<file path="src/rtl/i2c_txn_arbiter.sv">
`default_nettype none
// +--------------------------------------------------------------------------+
// | Module   : i2c_txn_arbiter                                               |
// | Brief    : Round-robin arbiter that shares one single-byte I2C master    |
// |            engine between NUM_REQ requesters. It launches the winner's   |
// |            transaction, returns data/status and enforces a bus-free gap. |
// | Options  : define I2C_ARB_TIMEOUT_EN to enable the WAIT_BUSY/WAIT_DONE   |
// |            watchdog (sticky timeout_flag); otherwise it waits forever.   |
// | Revision : 1.0 - initial release                                         |
// +--------------------------------------------------------------------------+

module i2c_txn_arbiter #(
  parameter int NUM_REQ        = 4,
  parameter int GAP_CYCLES     = 4,
  parameter int TIMEOUT_CYCLES = 1024
) (
  input  logic                   clk_400,
  input  logic                   rst,
  input  logic [NUM_REQ-1:0]     req,
  input  logic [7*NUM_REQ-1:0]   req_addr,
  input  logic [NUM_REQ-1:0]     req_rw,
  input  logic [8*NUM_REQ-1:0]   req_wdata,
  output logic [NUM_REQ-1:0]     gnt,
  output logic [NUM_REQ-1:0]     rsp_valid,
  output logic [7:0]             rsp_rdata,
  output logic                   rsp_err,
  output logic                   timeout_flag,
  output logic                   m_start,
  output logic [7:0]             m_addr,
  output logic [7:0]             m_wdata,
  input  logic                   m_busy,
  input  logic                   m_done,
  input  logic [7:0]             m_rdata,
  input  logic                   m_ack_error
);

  localparam int c_IDX_W = (NUM_REQ > 1) ? $clog2(NUM_REQ) : 1;
  localparam int c_SUM_W = c_IDX_W + 1;
  localparam int c_GAP_W = (GAP_CYCLES > 1) ? $clog2(GAP_CYCLES) : 1;

  typedef enum logic [2:0] {
    S_IDLE      = 3'd0,
    S_LAUNCH    = 3'd1,
    S_WAIT_BUSY = 3'd2,
    S_WAIT_DONE = 3'd3,
    S_RESPOND   = 3'd4,
    S_GAP       = 3'd5
  } state_t;

  state_t               r_state;
  state_t               w_state_nxt;
  logic [c_IDX_W-1:0]   r_ptr;
  logic [c_IDX_W-1:0]   w_ptr_nxt;
  logic [c_GAP_W-1:0]   r_gap_cnt;
  logic [c_GAP_W-1:0]   w_gap_cnt_nxt;
  logic [NUM_REQ-1:0]   w_gnt_nxt;
  logic [7:0]           w_m_addr_nxt;
  logic [7:0]           w_m_wdata_nxt;
  logic [7:0]           w_rsp_rdata_nxt;
  logic                 w_rsp_err_nxt;
  logic                 w_tmo_hit;

  // Round-robin selection results
  logic                 w_found;
  logic [c_IDX_W-1:0]   w_sel;
  logic [c_SUM_W-1:0]   w_sum;
  logic [c_SUM_W-1:0]   w_sel_inc;
  logic [c_IDX_W-1:0]   w_sel_ptr_nxt;
  logic [NUM_REQ-1:0]   w_sel_onehot;
  logic [6:0]           w_sel_addr;
  logic                 w_sel_rw;
  logic [7:0]           w_sel_wdata;

  // Find the first pending request scanning upward from r_ptr with wrap.
  always_comb begin
    w_found = 1'b0;
    w_sel   = '0;
    w_sum   = '0;
    for (int k = 0; k < NUM_REQ; k++) begin
      w_sum = {1'b0, r_ptr} + c_SUM_W'(k);
      if (w_sum >= c_SUM_W'(NUM_REQ)) begin
        w_sum = w_sum - c_SUM_W'(NUM_REQ);
      end
      if (!w_found && req[w_sum[c_IDX_W-1:0]]) begin
        w_found = 1'b1;
        w_sel   = w_sum[c_IDX_W-1:0];
      end
    end
  end

  // Winner's request fields and the pointer value that follows it.
  assign w_sel_onehot  = NUM_REQ'(1) << w_sel;
  assign w_sel_addr    = 7'(req_addr >> (7 * w_sel));
  assign w_sel_wdata   = 8'(req_wdata >> (8 * w_sel));
  assign w_sel_rw      = req_rw[w_sel];
  assign w_sel_inc     = {1'b0, w_sel} + c_SUM_W'(1);
  assign w_sel_ptr_nxt = (w_sel_inc == c_SUM_W'(NUM_REQ)) ? '0 : w_sel_inc[c_IDX_W-1:0];

  // Next-state and next-register values; everything holds unless a state acts.
  always_comb begin
    w_state_nxt     = r_state;
    w_ptr_nxt       = r_ptr;
    w_gap_cnt_nxt   = r_gap_cnt;
    w_gnt_nxt       = gnt;
    w_m_addr_nxt    = m_addr;
    w_m_wdata_nxt   = m_wdata;
    w_rsp_rdata_nxt = rsp_rdata;
    w_rsp_err_nxt   = rsp_err;
    case (r_state)
      S_IDLE: begin
        if (w_found) begin
          w_gnt_nxt     = w_sel_onehot;
          w_m_addr_nxt  = {w_sel_addr, w_sel_rw};
          w_m_wdata_nxt = w_sel_wdata;
          w_ptr_nxt     = w_sel_ptr_nxt;
          w_state_nxt   = S_LAUNCH;
        end
      end
      S_LAUNCH: begin
        w_state_nxt = S_WAIT_BUSY;
      end
      S_WAIT_BUSY, S_WAIT_DONE: begin
        // A fast engine may signal done before ever showing busy.
        if (m_done) begin
          w_rsp_rdata_nxt = m_addr[0] ? m_rdata : 8'h00;
          w_rsp_err_nxt   = m_ack_error;
          w_state_nxt     = S_RESPOND;
        end else if (w_tmo_hit) begin
          w_rsp_rdata_nxt = 8'h00;
          w_rsp_err_nxt   = 1'b1;
          w_state_nxt     = S_RESPOND;
        end else if ((r_state == S_WAIT_BUSY) && m_busy) begin
          w_state_nxt = S_WAIT_DONE;
        end
      end
      S_RESPOND: begin
        w_gnt_nxt     = '0;
        w_gap_cnt_nxt = c_GAP_W'(GAP_CYCLES - 1);
        w_state_nxt   = S_GAP;
      end
      S_GAP: begin
        if (r_gap_cnt == '0) begin
          w_state_nxt = S_IDLE;
        end else begin
          w_gap_cnt_nxt = r_gap_cnt - c_GAP_W'(1);
        end
      end
      default: begin
        w_state_nxt = S_IDLE;
      end
    endcase
  end

  // State register plus all latched request and response fields.
  always_ff @(posedge clk_400) begin
    if (rst) begin
      r_state   <= S_IDLE;
      r_ptr     <= '0;
      r_gap_cnt <= '0;
      gnt       <= '0;
      m_addr    <= '0;
      m_wdata   <= '0;
      rsp_rdata <= '0;
      rsp_err   <= 1'b0;
    end else begin
      r_state   <= w_state_nxt;
      r_ptr     <= w_ptr_nxt;
      r_gap_cnt <= w_gap_cnt_nxt;
      gnt       <= w_gnt_nxt;
      m_addr    <= w_m_addr_nxt;
      m_wdata   <= w_m_wdata_nxt;
      rsp_rdata <= w_rsp_rdata_nxt;
      rsp_err   <= w_rsp_err_nxt;
    end
  end

  // Launch and response strobes decode directly from the registered state.
  assign m_start   = (r_state == S_LAUNCH);
  assign rsp_valid = gnt & {NUM_REQ{r_state == S_RESPOND}};

`ifdef I2C_ARB_TIMEOUT_EN
  logic [15:0] r_tmo_cnt;
  logic        w_waiting;

  assign w_waiting = (r_state == S_WAIT_BUSY) || (r_state == S_WAIT_DONE);
  assign w_tmo_hit = w_waiting && (r_tmo_cnt == 16'(TIMEOUT_CYCLES - 1));

  // Watchdog: restarts at launch, counts wait cycles, latches expiry.
  always_ff @(posedge clk_400) begin
    if (rst) begin
      r_tmo_cnt    <= '0;
      timeout_flag <= 1'b0;
    end else begin
      if (r_state == S_LAUNCH) begin
        r_tmo_cnt <= '0;
      end else if (w_waiting) begin
        r_tmo_cnt <= r_tmo_cnt + 16'd1;
      end
      if (w_tmo_hit && !m_done) begin
        timeout_flag <= 1'b1;
      end
    end
  end
`else
  logic w_unused_tmo_cfg;
  assign w_unused_tmo_cfg = (TIMEOUT_CYCLES != 0);
  assign w_tmo_hit        = 1'b0;
  assign timeout_flag     = 1'b0;
`endif

endmodule

`default_nettype wire

</file>
<file path="config.mk">
export PLATFORM = sky130hd
export DESIGN_NAME = i2c_txn_arbiter
export DESIGN_NICKNAME = d
export VERILOG_FILES = /design/src/rtl/i2c_txn_arbiter.sv
export SDC_FILE = /design/constraint.sdc
export NUM_CORES = 1
export LEC_CHECK = 0
export BUFFER_PORTS_ARGS = -buffer_cell sky130_fd_sc_hd__buf_4
export CAP_MARGIN = 10
export CORE_ASPECT_RATIO = 1.4
export CORE_MARGIN = 2
export CORE_UTILIZATION = 40
export CTS_CLUSTER_SIZE = 40
export DETAILED_ROUTE_END_ITERATION = 7
export GPL_TIMING_DRIVEN = 0
export PLACE_DENSITY = 0.82
export SETUP_SLACK_MARGIN = 0.3
export SYNTH_ARGS = -nofsm -noshare
export SYNTH_HDL_FRONTEND = slang
export SYNTH_SLANG_ARGS = --single-unit
</file>
<file path="constraint.sdc">
create_clock -name clk_400 -period 1.76 [get_ports clk_400]
set_clock_uncertainty 0.1 [all_clocks]
set_input_delay 0.176 -clock clk_400 [delete_from_list [all_inputs] [get_ports clk_400]]
set_output_delay 0.176 -clock clk_400 [all_outputs]
set_load 0.005 [all_outputs]
</file>
==> results of run 1 <==
[timing repair]
item / CTS / global route
setup endpoints to repair: 38 / 38
pin swaps: 7 / 29
hold endpoints to repair: 0 / 0
hold buffers: 0 / 0
gates resized for setup: 37 / 56
cloned: 1 / 2
setup buffers: 9 / 9
[Yosys cell counts (5+ instances only)]
library cell   n
and2_1         5
nand2_1       32
o21ai_1       11
o211ai_1      16
clkbuf_1      15
inv_1          6
a21boi_0      16
o21ai_0        8
nand3_1       15
a21oi_1       15
and3_1        17
dfxtp_1       36
nor2b_1        5
nor2_1         9
mux2i_1       16
[placed cells by master (no fill, tap or decap), drive strengths merged, types with 2 or more instances in the layout]
cell type    n
nor3b        2
ha           2
inv          6
a21oi       15
o21bai       2
a21boi      16
nor4         2
o21ai       19
clkinv       3
and3        17
nand2       32
dfxtp       36
clkbuf      16
nand3       15
nand2b       2
nor2         9
nor2b        5
buf        144
a221oi       2
mux2i       16
a211oi       3
or3          2
o211ai      16
and2         5
[power groups by stage]
stage	Combinational [mW]	Clock, mW	Sequential [mW]
6_report	1.56	0.585	1.06
5_1_grt	1.69	0.615	1.08
4_1_cts	1.39	0.588	1.05
3_5_place_dp	1.17	0	1.07
3_3_place_gp	1.14	0	1.07
2_1_floorplan	0.669	0	1.07
[area by class of cell]
cell class	count	area, um2	area share
clock inverters	3	18.77	0.005265
flip-flops and latches	36	728.2	0.2043
inverters	6	22.52	0.006318
well taps	64	80.08	0.02246
multi-input cells	191	1398	0.3921
repair buffers	135	1076	0.3019
clock buffers	5	68.82	0.01931
plain buffers	20	172.7	0.04844
[worst max-delay path: cells and delay by family (launching register included)]
family | cells | cell delay [ns]
compound gates | 3 | 0.45
simple gates | 1 | 0.53
buf+inv | 2 | 0.33
flops | 1 | 0.33
[flip-flops by register name (all words and copies together) (netlist names)]
signal / cells
r_ptr: 2
rsp_rdata: 8
gnt: 4
r_state: 3
r_gap_cnt: 2
rsp_err: 1
m_wdata: 8
m_addr: 8
[worst paths after layout]
check	endpoint	depth (start not counted)
worst min register to register	rsp_err$_SDFFE_PP0P_	2
worst max-delay path	m_addr[0]$_SDFFE_PP0P_	6
worst min-delay path	rsp_err$_SDFFE_PP0P_	3
worst max register to register	m_addr[0]$_SDFFE_PP0P_	6
[cells by family after synthesis]
kind of cell,synth area share
buffers and inverters,0.05518
flip-flops,0.3532
multiplexers,0.07848
other,0.001838
AO/OA/AOI/OAI,0.2526
adder cells (fa/ha/maj),0.01226
AND/OR/NAND/NOR,0.2465
[stage by stage]
stage / hold slack [ns] / util
6_report: 0.03718 / 0.7305
5_1_grt: 0.03808 / 0.7305
3_5_place_dp: 0.3364 / 0.6185
2_1_floorplan: 0.1931 / -
3_3_place_gp: 0.3210 / 0.6185
4_1_cts: 0.01909 / 0.6795
[metal layers]
metal,global-route usage,part of all wire,vias to the layer above
met5,0,0,-
met4,0.05222,0.013,0
li1,-,-,1193
met1,0.2405,0.36,1168
met2,0.4489,0.56,103
met3,0.03944,0.065,10
==> flow_summary.toml, run 1 <==
[outcome]
status = "finished, violations left"
violations = "setup timing"

[synth]
yosysTopAreaCell = "dfxtp_1"
ys_warn_count = 0
ys.flop_type = "dfxtp_1"
syn_area_per_cell_um2 = 8.066
synth_top_area_share = 0.3532
synthCells = 253
yosysSeqAreaShare = 0.3532
ys_types = 36
ys_ff_latch = 36
synthesis.nets = 336
synth_edf_count = 0
yosys-top-cells-area = "dfxtp_1, mux2i_1, a21boi_0"
syn_area_um2 = 2041
synthArstFlopShare = 0

[drt]
avgViaCountPerCell = 5.378
drt_iter0_markers = 138
drtAntennaViolNets = 0
dr.pass1.iters = 5
wl_per_cell_um = 15.84
via_count = 2474
routed_wl_mm = 7.287
drc_errors = 0

[placed_design]
dp.cells = 431
port_buffers = 114
dp.final_hpwl_mm = 4.832
placed_area_um2 = 3018
routabilityCongestion = 0.8118
dp_slack_ns = -0.3236

[critical_path]
cp.arrival_ns = 1.93
path_cells = "or4_4, buf_6, a311oi_4, buf_6, o21ai_1, o211ai_1"
worst-path-max-fanout = 10
crit_path_top_delay_cell = "or4_4"
cp_data_required_time_ns = 1.86
crit_path_frequent_cell = "buf_6"
startpoint = "r_state[2]$_SDFFE_PP0P_"
path_class = "flip-flop to flip-flop"
r2r-start = "r_state[2]$_SDFFE_PP0P_"
slowest_delay_ns = 0.53
startpoint_type = "flip-flop"
reg2reg_slack_ns = -0.06
cp-end-kind = "flip-flop"

[finish]
fillerInstances = 373
insertedDiodeCount = 0
areaGrowthSynthToFinish_pct = 74.68
finalNonFillerCells = 460
nets = 478
drive_gt1_frac = 0.5101
design_area_um2 = 3565

[clock_network]
cts_tree = "yes"
cts_made_buffers = 5
cts.clk_slew.worst_paths_ns = 0.08
cts.htree.levels = 2
clkSinkCount = 36
clock-root-buffer = "clkbuf_8"
clock_latency_ns = 0.28
clockBufferDepth = 2

[power]
pwr-share-seq = 0.331
p_leak_nw = 1.574
swShare = 0.3494
comb_power_share = 0.487
power.internal_mw = 2.088
vdd_drop_max_mv = 0.5410
pwr-share-clk = 0.182
total_power_mw = 3.209
switchingPower_mw = 1.121
power_density_nw_per_um2 = 900.2

[floorplanning]
fp.dieW_um = 64.37
die-height_um = 88.51
ios = 116
fp.dieArea_um2 = 5697
initial_core_util = 0.4182
std_cell_rows = 30
coreArea_um2 = 4880

[global_route]
grt_overflow_total = 0
grt_pass1_wl_mm = 10.13
grt_pass1_vias = 2267
grt_start_max_net_pins = 13
antenna_found_initial = 0
grt_usage = 0.2239

[sta]
period_share = 1.035
finalMaxSlewViolations = 0
period_needed_ns = 1.821
setup_ws_ns = -0.06115
tns_ns = -0.4705
finalHoldViolations = 0
setup_viol = 17
grt_setup_unrepaired = "yes"
relSlewSlack = 0.6044
worstMarginPinSlew_ns = 0.5934
fmax_mhz = 549.1

[job]
cap_violations = 0

[min_path]
hp-class = "primary input to flip-flop"
hp-start = "m_ack_error"
Power figures use the tool's default switching activity.
==> inputs of run 2 (changes only) <==
- ABC_AREA: default -> 1
- CORE_UTILIZATION: 40 -> 42
- PLACE_DENSITY: 0.82 -> 0.81
==> run 2 against run 1 <==
Net effect: the run still ends with setup timing left; clock-buffer cell count is the same; flip-flop and latch count unchanged; non-clock buffer count is 3 lower; largest power group unchanged; critical endpoint is now m_addr[6]$_SDFFE_PP0P_; critical path type unchanged; highest routed layer unchanged; power rose to 2.6 times the previous value; global-route usage is 2.4 points higher.
==> flow_summary.toml, run 2 <==
[finish]
drive_gt1_frac = 0.4485
nets = 635
final_common_cell = "buf_4"
design_area_um2 = 4131
final_util = 0.7147
final_cell_mix = "buf_4, nand2_1, inv_1"
top_regs = "m_addr x8, m_wdata x8, rsp_rdata x8"
areaGrowthSynthToFinish_pct = 67.19
fillerInstances = 477
finalNonFillerCells = 623
insertedDiodeCount = 0

[floorplanning]
die-height_um = 94.76
fp.dieArea_um2 = 6522
std_cell_rows = 33
ios = 116
fp.dieW_um = 68.83
initial_core_util = 0.4275
coreArea_um2 = 5781

[synth]
synth_edf_count = 0
ys_warn_count = 0
ys.flop_type = "dfxtp_1"
synth_most_common_cell = "nand2_1"
synthArstFlopShare = 0
yosysTopAreaCell = "dfxtp_1"
ys_ff_latch = 36
syn_area_per_cell_um2 = 5.969
synthCells = 414
synth_top_area_share = 0.2916
yosys-top-cells-area = "dfxtp_1, nand2_1, nand3_1"
synthesis.nets = 497
yosysSeqAreaShare = 0.2916
syn_area_um2 = 2471
ys_top_cells_by_count = "nand2_1, nand3_1, inv_1"
ys_types = 27

[sta]
setup_viol = 23
finalHoldViolations = 0
worstMarginPinSlew_ns = 0.5548
tns_ns = -4.772
setup_ws_ns = -0.2855
period_needed_ns = 2.045
holdWs_ns = 0.05789
period_share = 1.162
fmax_mhz = 488.9
finalMaxSlewViolations = 0
grt_setup_unrepaired = "yes"
relSlewSlack = 0.6302

[critical_path]
crit_path_top_delay_cell = "dfxtp_4"
startpoint_type = "flip-flop"
path_class = "flip-flop to flip-flop"
path_cells = "buf_12, nand2_4, nand2_4, nand2_2, nand2_2, nor2_4, nand3_4, nand2_8, nand2_8, buf_8, nand3_1, nand2_1, nor2_1, nor2_1"
cp_data_required_time_ns = 1.84
cp-end-kind = "flip-flop"
slowest_delay_ns = 0.37
worst-path-max-fanout = 8
cp.arrival_ns = 2.13

[global_route]
antenna_found_initial = 0
grt_overflow_total = 0
use_met1 = 0.2847
grt_pass1_vias = 2797
grt_pass1_wl_mm = 12.54
grt_usage = 0.2475
grt.busiest_layer = "met2"
grt_start_max_net_pins = 13
use_met2 = 0.4535
met3_usage = 0.03814

[clock_network]
clock-root-buffer = "clkbuf_8"
cts.htree.levels = 2
clock_latency_ns = 0.28
clkSinkCount = 36
cts_made_buffers = 5
clockBufferDepth = 2
cts.clk_slew.worst_paths_ns = 0.08
holdBufCountCts = 0
cts_tree = "yes"

[drt]
via_count = 3144
drc_errors = 0
drt_iter0_markers = 94
avgViaCountPerCell = 5.047
drtAntennaViolNets = 0
dr.pass1.iters = 4
routed_wl_mm = 8.581
wl_per_cell_um = 13.77

[power]
pwr-share-clk = 0.071
swShare = 0.4865
power_density_nw_per_um2 = 1985
switchingPower_mw = 3.990
pwr-share-seq = 0.152
vdd_drop_max_mv = 1.250
power.internal_mw = 4.212
total_power_mw = 8.202
p_leak_nw = 2.146
comb_power_share = 0.778

[placed_design]
dp.final_hpwl_mm = 5.846
port_buffers = 114
placed_area_um2 = 3450
dp_slack_ns = -0.2185
dp.cells = 598
routabilityCongestion = 0.9399

[outcome]
violations = "setup timing"
status = "finished, violations left"

[min_path]
hp-class = "primary input to flip-flop"

[job]
cap_violations = 0
==> run 2: cell types whose count changed after synthesis, moves of 17 or more <==
cell,delta
nor2_1,+41
nand2_1,+77
nand3_1,+47
and3_1,-17
inv_1,+54
==> run 2: worst paths after layout <==
check                        start                         to  slack [ns]  cells past startpoint
max reg2reg  r_ptr[0]$_SDFFE_PP0P_     m_addr[6]$_SDFFE_PP0P_       -0.29                     14
max          r_ptr[0]$_SDFFE_PP0P_     m_addr[6]$_SDFFE_PP0P_       -0.29                     14
min                     m_rdata[4]  rsp_rdata[4]$_SDFFE_PP0P_        0.06                      3
min reg2reg   rsp_err$_SDFFE_PP0P_       rsp_err$_SDFFE_PP0P_        0.36                      2
==> run 2: power by group through the flow <==
stage	Sequential, mW	Clock, mW	Combinational [mW]
2_1_floorplan	1.21	0	3.17
3_3_place_gp	1.21	0	4.23
3_5_place_dp	1.22	0	4.34
4_1_cts	1.23	0.586	5.61
5_1_grt	1.27	0.624	6.88
6_report	1.24	0.580	6.38
==> run 2: critical path: cells and delay by family, from the launching register on <==
kind	cells	cell delay, ns
and+or+nand+nor	12	1.16
DFF	1	0.37
buffers and inverters	2	0.30
==> run 2: final cells by class <==
class / count / area, um2 / area share
multi-input cells: 293 / 1704 / 0.4125
repair buffers: 130 / 1039 / 0.2514
flip-flops and latches: 36 / 734.5 / 0.1778
inverters: 64 / 252.7 / 0.06117
plain buffers: 22 / 226.5 / 0.05482
well taps: 70 / 87.58 / 0.02120
clock buffers: 5 / 68.82 / 0.01666
clock inverters: 3 / 18.77 / 0.004543
==> run 2: cell families after synthesis <==
family	share of synthesized area
flops	0.2916
buf+inv	0.1565
other cells	0.001518
fa+ha+maj	0.01012
compound gates	0.08000
simple gates	0.4603
==> run 2: what timing repair did <==
| action | CTS | global route |
|---|---|---|
| resized for setup | 72 | 56 |
| pin swaps | 27 | 21 |
| cloned | 5 | 2 |
| endpoints found under the setup margin | 37 | 39 |
| buffers inserted | 8 | 2 |
==> run 2: metal layers <==
| metal | up-vias | share of wire |
|---|---|---|
| li1 | 1562 | - |
| met1 | 1439 | 0.37 |
| met2 | 127 | 0.55 |
| met3 | 16 | 0.059 |
| met4 | 0 | 0.024 |
| met5 | - | 0 |
